==> src/rtl/mul_issue_ctrl_pkg.sv <==
// Shared definitions for the EXE-stage multiply issue controller:
// op encodings, FSM state encodings and the architectural result select.
package mul_issue_ctrl_pkg;

   localparam int MUL_OPC_W = 2;

   typedef enum logic [1:0] {
      MUL_OP_W   = 2'b00,
      MUL_OP_H   = 2'b01,
      MUL_OP_HU  = 2'b10,
      MUL_OP_RSV = 2'b11
   } mul_op_e;

   typedef enum logic [2:0] {
      ST_IDLE  = 3'd0,
      ST_BUSY0 = 3'd1,
      ST_BUSY1 = 3'd2,
      ST_DONE  = 3'd3,
      ST_DRAIN = 3'd4
   } mul_state_e;

   // High half for mulh.w / mulh.wu; low half for mul.w and the reserved code.
   function automatic logic [31:0] mul_select(input logic [MUL_OPC_W-1:0] op,
                                              input logic [63:0]          prod);
      logic [31:0] res;
      case (op)
         MUL_OP_H,
         MUL_OP_HU: res = prod[63:32];
         default:   res = prod[31:0];
      endcase
      return res;
   endfunction

   // Only mulh.w needs a signed product; the low half is sign-agnostic.
   function automatic logic mul_is_signed(input logic [MUL_OPC_W-1:0] op);
      return (op == MUL_OP_H);
   endfunction

endpackage

==> src/rtl/mul_issue_ctrl.sv <==
// EXE-stage sequencer for the two-cycle Booth/Wallace multiplier. Holds the
// request and operands stable, always ends a request on a complete cycle so
// the multiplier's internal counter stays aligned, and hands the selected
// 32-bit result to MEM through a valid/ready handshake.
module mul_issue_ctrl
   import mul_issue_ctrl_pkg::*;
#(
   parameter int TAG_W = 37
) (
   input  logic                 mul_clk,
   input  logic                 reset,
   input  logic                 in_valid,
   output logic                 in_ready,
   input  logic [MUL_OPC_W-1:0] in_op,
   input  logic [31:0]          in_x,
   input  logic [31:0]          in_y,
   input  logic [TAG_W-1:0]     in_tag,
   input  logic                 flush,
   output logic                 mul,
   output logic                 mul_signed,
   output logic [31:0]          mul_x,
   output logic [31:0]          mul_y,
   input  logic [63:0]          mul_result,
   input  logic                 mul_complete,
   output logic                 out_valid,
   input  logic                 out_ready,
   output logic [31:0]          out_data,
   output logic [TAG_W-1:0]     out_tag
);

   mul_state_e           state_q, state_d;
   logic                 mul_q, out_valid_q, mul_signed_q;
   logic [31:0]          mul_x_q, mul_y_q, out_data_q;
   logic [TAG_W-1:0]     out_tag_q, tag_q;
   logic [MUL_OPC_W-1:0] op_q;
   logic                 accept, cap_res;

   assign accept = in_valid & in_ready;

   // Accept is only possible from IDLE or from DONE while MEM takes the result; flush always wins.
   always_comb begin
      in_ready = 1'b0;
      case (state_q)
         ST_IDLE: in_ready = ~flush;
         ST_DONE: in_ready = out_ready & ~flush;
         default: in_ready = 1'b0;
      endcase
   end

   // Next-state logic; a flush that leaves the counter mid-count routes through DRAIN.
   always_comb begin
      state_d = state_q;
      cap_res = 1'b0;
      case (state_q)
         ST_IDLE: begin
            if (accept) state_d = ST_BUSY0;
         end
         ST_BUSY0: begin
            state_d = flush ? ST_DRAIN : ST_BUSY1;
         end
         ST_BUSY1: begin
            if (mul_complete) begin
               if (flush) begin
                  state_d = ST_IDLE;
               end else begin
                  state_d = ST_DONE;
                  cap_res = 1'b1;
               end
            end else if (flush) begin
               // Counter still at 1: finish it without keeping the product.
               state_d = ST_DRAIN;
            end
         end
         ST_DONE: begin
            if (flush)          state_d = ST_IDLE;
            else if (out_ready) state_d = accept ? ST_BUSY0 : ST_IDLE;
         end
         ST_DRAIN: begin
            if (mul_complete) state_d = ST_IDLE;
         end
         default: state_d = ST_IDLE;
      endcase
   end

   // FSM state plus registered request/valid outputs decoded from the next state.
   always_ff @(posedge mul_clk) begin
      if (reset) begin
         state_q     <= ST_IDLE;
         mul_q       <= 1'b0;
         out_valid_q <= 1'b0;
      end else begin
         state_q     <= state_d;
         mul_q       <= (state_d == ST_BUSY0) || (state_d == ST_BUSY1) ||
                        (state_d == ST_DRAIN);
         out_valid_q <= (state_d == ST_DONE);
      end
   end

   // Multiplier operands change only on accept; result is captured only on a kept completion.
   always_ff @(posedge mul_clk) begin
      if (reset) begin
         mul_signed_q <= 1'b0;
         mul_x_q      <= '0;
         mul_y_q      <= '0;
         out_data_q   <= '0;
         out_tag_q    <= '0;
      end else begin
         if (accept) begin
            mul_signed_q <= mul_is_signed(in_op);
            mul_x_q      <= in_x;
            mul_y_q      <= in_y;
         end
         if (cap_res) begin
            out_data_q <= mul_select(op_q, mul_result);
            out_tag_q  <= tag_q;
         end
      end
   end

   // Op code and tag of the in-flight operation; only meaningful after an accept.
   always_ff @(posedge mul_clk) begin
      if (accept) begin
         op_q  <= in_op;
         tag_q <= in_tag;
      end
   end

   assign mul        = mul_q;
   assign mul_signed = mul_signed_q;
   assign mul_x      = mul_x_q;
   assign mul_y      = mul_y_q;
   assign out_valid  = out_valid_q;
   assign out_data   = out_data_q;
   assign out_tag    = out_tag_q;

endmodule

==> config.mk <==
export PLATFORM = sky130hd
export DESIGN_NAME = mul_issue_ctrl
export DESIGN_NICKNAME = d
export VERILOG_FILES = /design/src/rtl/mul_issue_ctrl_pkg.sv /design/src/rtl/mul_issue_ctrl.sv
export SDC_FILE = /design/constraint.sdc
export NUM_CORES = 1
export LEC_CHECK = 0
export BUFFER_PORTS_ARGS = -buffer_cell sky130_fd_sc_hd__buf_2
export CORE_MARGIN = 2
export CORE_UTILIZATION = 30
export DETAILED_ROUTE_END_ITERATION = 10
export HOLD_SLACK_MARGIN = 0.05
export PLACE_DENSITY = 0.63
export SYNTH_ARGS = -nofsm -noshare
export SYNTH_HDL_FRONTEND = slang
export SYNTH_SLANG_ARGS = --single-unit
export TNS_END_PERCENT = 50
==> constraint.sdc <==
create_clock -name mul_clk -period 3 [get_ports mul_clk]
set_clock_uncertainty 0.15 [all_clocks]
set_input_delay 0.3 -clock mul_clk [delete_from_list [all_inputs] [get_ports mul_clk]]
set_output_delay 0.3 -clock mul_clk [all_outputs]
set_load 0.02 [all_outputs]
# Word level (Yosys, flattened, before mapping)
# Cells that the tools add are included.
# word_totals
ff_bits	178
in_bits	173
output_inout_bits	137
elab_cells	43
# op_classes
eq_ne	11
mux	15
bitwise_logic	3
n_reduce_logical	4
# op_table
op	n
$mux W32	1
$mux W3	7
$pmux W3 S5	1
$eq A3 B2 Y1 const B	4
$eq A3 B1 Y1 const B	2
$eq A3 B3 Y1 const B	2
$eq A2 B1 Y1 const B	2
$mux W1	4
$logic_not A3 Y1	1
$and A1 B1 Y1	2
$eq A2 B2 Y1 const B	1
$logic_or A1 B1 Y1	2
$mux W2	1
$pmux W1 S2	1
$reduce_or A2 Y1	1
$not A1 Y1	1

# Logic depth before layout (Yosys ltp)
# logic_depth
word_depth	11
depth_mapped	7
mapped_depth_nobuf	5

# Least setup slack after synthesis
# No wires, ideal clock.
# synth_timing
path_type	reg-to-reg
from	register state_q[2]
to	register op_q[0] (enable)
setup_time_ns	0.381
arrival_ns	1.323
path_slack_ns	1.146
stages_incl_launch_ff	5
synth_period_minus_slack_ns	1.854
cell_sequence	dfxtp_1 > nor2_1 > o211ai_2 > inv_1 > buf_2
# synth_via
elab_chain_len	3
word_cells_on_any_way	4
classes_between	1 x eq/ne; 1 x mux; 1 x bitwise; 1 x reduce/logical
# synth_rtl
item	line	rtl
start, declared	mul_issue_ctrl.sv:31	mul_state_e state_q, state_d;
start signal, assigned	mul_issue_ctrl.sv:92	state_q <= state_d;
$eq A3 B2 Y1 or $logic_not A3 Y1 (tied branches)	mul_issue_ctrl.sv:43	case (state_q)
$pmux W1 S2 *	mul_issue_ctrl.sv:43	
$and A1 B1 Y1 *	mul_issue_ctrl.sv:38	assign accept = in_valid & in_ready;
end signal, assigned	mul_issue_ctrl.sv:123	op_q <= in_op;
end, declared	mul_issue_ctrl.sv:35	logic [MUL_OPC_W-1:0] op_q;
# Mark *: on every way between the ends. The rest lies on a longest branch, timed or not.
# A chain may end at the register's enable or synchronous reset.

# Worst setup path in the final report
# layout_timing
from	register state_q[0]
to	register mul_y_q[0] (netlist: mul_y[0])
# layout_via
elab_chain_len	3
word_cells_on_any_way	4
classes_between	1 x eq/ne; 1 x mux; 1 x bitwise; 1 x reduce/logical
# layout_rtl
item	line	rtl
$eq A3 B2 Y1 or $logic_not A3 Y1 (tied branches)	mul_issue_ctrl.sv:43	
$pmux W1 S2 *	mul_issue_ctrl.sv:43	
$and A1 B1 Y1 *	mul_issue_ctrl.sv:38	
end signal, assigned	mul_issue_ctrl.sv:111	mul_y_q <= in_y;
end, declared	mul_issue_ctrl.sv:33	logic [31:0] mul_x_q, mul_y_q, out_data_q;
# Marks and branches as above.

==> run_results.csv <==
group,metric,value,unit
setup_path,worstSetupStartpointType,"flip-flop",
die,start_util,30.3,%
place,port_buffers,309,
final_layout,fillCellCount,2080,
global_route,antenna_found_initial,0,
setup_path,path_delay_family,"buffers and inverters",
sta,slew_headroom,50.1,%
die,fp.dieH,152,um
yosys,syn_inst,665,
clocking,clock-sinks,178,
sta,fin_tns_setup,0,ps
yosys,synth_cell_type_count,31,
pwr,power.leakage,4.31,nW
sta,hold_viol,0,
pwr,p_sw,1.41,mW
die,ioPinCount,310,
setup_path,cpPeakStageDelay,590,ps
drt,viasPerCell,4.49,
pwr,finalPower,5.34,mW
clocking,root_buffer,"clkbuf_16",
yosys,synth_top_family_by_area,"simple AND/OR/NAND/NOR gates",
yosys,ys_seq_elements,178,
yosys,synth_adder_area_share,0,%
sta,period_needed,2310,ps
setup_path,endpoint,"mul_y[0]",
clocking,clockBufferDepth,2,
yosys,ys_seq_area_share,60.4,%
sta,rsz0062_at_grt,"no",
die,die_x,152,um
place,gp_congestion,0.799,
pwr,comb_power_share,11.1,%
setup_path,reg2reg_to,"mul_y[0]",
setup_path,crit_start,"state_q[0]",
yosys,synth_compound_area_share,14.4,%
sta,period_share,76.9,%
setup_path,cp_data_arrival_time,2450,ps
place,post-place-ws,756,ps
global_route,grt_max_degree,66,
final_layout,syn_to_final_growth,51.8,%
drt,drt.antenna.violating_nets,0,
job,maxCapViolations,0,
drt,wirelength,18800,um
yosys,synth.cell_area,6550,um^2
status,status,"finished clean",
yosys,async_flop_share,0,%
setup_path,crit_slowest_cell,"dfxtp_1",
setup_path,worst_setup_path_end_kind,"flip-flop",
sta,max_freq,0.433,GHz
global_route,grt_overflow_total,0,
setup_path,cp_cell_sequence,"nor2_1, o211ai_4, clkinv_2, buf_4, nand2_1, a21oi_1",
clocking,post_cts.repair.setup_buffers,0,
die,rows,54,
pwr,p_sw_share,26.5,%
clocking,clkLatencyLatePin,430,ps
final_layout,layout-drive-gt1-share,35.4,%
yosys,yosysWarnings,0,
setup_path,r2r.worst_path.cells,6,
pwr,clkPwrFrac,41.0,%
global_route,grt_pass1_wl,28300,um
yosys,synth_flop_cell,"dfxtp_1",
yosys,synth_mux_area_share,4.89,%
drt,num_vias,6085,
die,fp.coreArea,21600,um^2
global_route,grt_pass1_vias,5857,
final_layout,nets,1235,
pwr,powerDensity,538,nW/um^2
pwr,p_seq_share,47.9,%
min_path,hold_class,"in -> reg",
place,dpl.hpwl,12200,um
drt,drc,0,
sta,worstMarginPinSlew,749,ps
pwr,p_int,3.93,mW
yosys,synth_xor_area_share,0.248,%
drt,drtPass1Iterations,4,
final_layout,antenna_cells,0,
clocking,cts_made_buffers,17,
yosys,syn_area_per_cell,9.84,um^2
clocking,clkTransAtPathRegs,70,ps
setup_path,critical_path_depth,6,
global_route,track_usage,15.8,%
setup_path,timing.rr.start,"state_q[0]",
setup_path,crit_buf_inv,2,
pwr,ir_drop,0.298,mV
clocking,h-tree-depth,4,
yosys,synth_simple_gate_area_share,15.4,%
clocking,cts_tree,"done",
setup_path,crit_fanout,31,
drt,drt_iter0_drc,194,
setup_path,r2r_setup_slack,690,ps
setup_path,cp.required,3150,ps
yosys,synth_edf_count,39,
sta,maxSlewViolCount,0,
sta,setup_viol,0,
setup_path,crit_type,"reg -> reg",
sta,fin_ws,693,ps
die,die_area,23000,um^2
drt,post_drt_wl_per_cell,13.9,um
yosys,synth_nets,838,
sequential cells by signal (all words and copies together) (netlist names), 2 cells and up:
| name | cells |
|---|---|
| mul_x | 32 |
| mul_y | 32 |
| op_q | 2 |
| out_data | 32 |
| out_tag | 37 |
| state_q | 3 |
| tag_q | 37 |
per-layer routing:
metal / wire [um] / up-vias / share of wire (%) / track usage [%]
met1: 7320 / 2786 / 39 / 16.8
met2: 9510 / 219 / 51 / 28.0
li1: - / 3038 / - / -
met4: 628 / 0 / 3.3 / 8.15
met5: 0 / - / 0 / 0
met3: 1360 / 42 / 7.2 / 4.88
cells by family (layout without fill, tap and decap cells):
kind of cell / after synthesis / in the layout
DFF: 178 / 178
buffers and inverters: 51 / 461
muxes: 32 / 32
xor gates and xnor gates: 1 / 1
and+or+nand+nor: 256 / 256
AOI/OAI and AO/OA: 147 / 147
synth_stat cells, types with 2 or more instances:
| cell | n | area (um^2) |
|---|---|---|
| a211oi_1 | 11 | 82.6 |
| a211oi_2 | 21 | 263 |
| a21oi_1 | 103 | 515 |
| a31oi_1 | 3 | 18.8 |
| and2_1 | 2 | 12.5 |
| buf_2 | 14 | 70.1 |
| buf_4 | 11 | 82.6 |
| buf_6 | 7 | 78.8 |
| clkbuf_1 | 17 | 63.8 |
| dfxtp_1 | 139 | 2780 |
| edfxtp_1 | 39 | 1170 |
| inv_1 | 2 | 7.51 |
| mux2i_1 | 32 | 320 |
| nand2_1 | 204 | 766 |
| nand3b_1 | 3 | 22.5 |
| nor2_1 | 37 | 139 |
| nor3_1 | 2 | 10.0 |
| o211ai_1 | 2 | 15.0 |
| o21ai_0 | 4 | 20.0 |
area by class of cell:
class                   instances  area [um^2]  share of cell area [%]
well taps                     280          350                    3.52
inverters                       2         8.76                  0.0881
clock inverters                15          165                    1.66
repair buffers                427         2720                    27.4
clock buffers                  17          425                    4.28
flip-flops and latches        178         3950                    39.8
multi-input cells             436         2320                    23.3
power by group through the flow:
stage	clock (mW)	sequential [mW]	combinational (mW)
after floorplan	0	2.67	0.205
after global placement	0	2.61	0.483
after detailed placement	0	2.61	0.489
after CTS	2.26	2.56	0.597
after global routing	2.35	2.57	0.652
final	2.19	2.56	0.596
placed cells by master (no fill, tap or decap), types with 2 or more instances in the layout:
cell and count:
nor3_1 2, buf_12 2, inv_8 4, clkinv_8 4, nor2_1 37, a31oi_1 3
a21oi_1 103, o21ai_0 4, dfxtp_1 139, mux2i_1 32, clkbuf_16 17, edfxtp_1 39
clkinvlp_4 2, dlygate4sd3_1 104, clkinv_2 2, nand2_1 204, o211ai_1 2, a211oi_1 11
nand3b_1 3, inv_6 3, buf_2 308, and2_1 2, a211oi_2 21, buf_4 13
how the worst min path moves through the flow:
| stage | startpoint | endpoint | slack [ps] | depth (start not counted) |
|---|---|---|---|---|
| floorplan | reset | state_q[1] | 240 | 1 |
| global placement | mul_y[27] | mul_y[27] | 290 | 2 |
| detailed placement | out_tag[12] | out_tag[12] | 290 | 2 |
| CTS | mul_result[41] | out_data[9] | 60 | 3 |
| global route | mul_result[63] | out_data[31] | 70 | 3 |
| finish | mul_result[41] | out_data[9] | 70 | 3 |
stage by stage:
stage	util, %	hold WS, ps	std cells	area (um^2)
after floorplan	-	235	665	6550
after global placement	38.4	289	1219	8310
after detailed placement	38.4	294	1219	8310
after CTS	46.0	55.3	1355	9940
after global routing	46.0	70.9	1355	9940
final	46.0	68.1	1355	9940
worst register-to-register path: stages (launching register included):
cell	delay, ps
dfxtp_1	590
nor2_1	180
o211ai_4	210
clkinv_2	450
buf_4	410
nand2_1	120
a21oi_1	70
repair_timing:
| item | CTS | global route |
|---|---|---|
| gates resized for setup | 0 | 0 |
| hold buffers | 104 | 0 |
| endpoints found under the hold margin | 105 | 0 |
No activity file was read; power rests on OpenSTA's default activity.
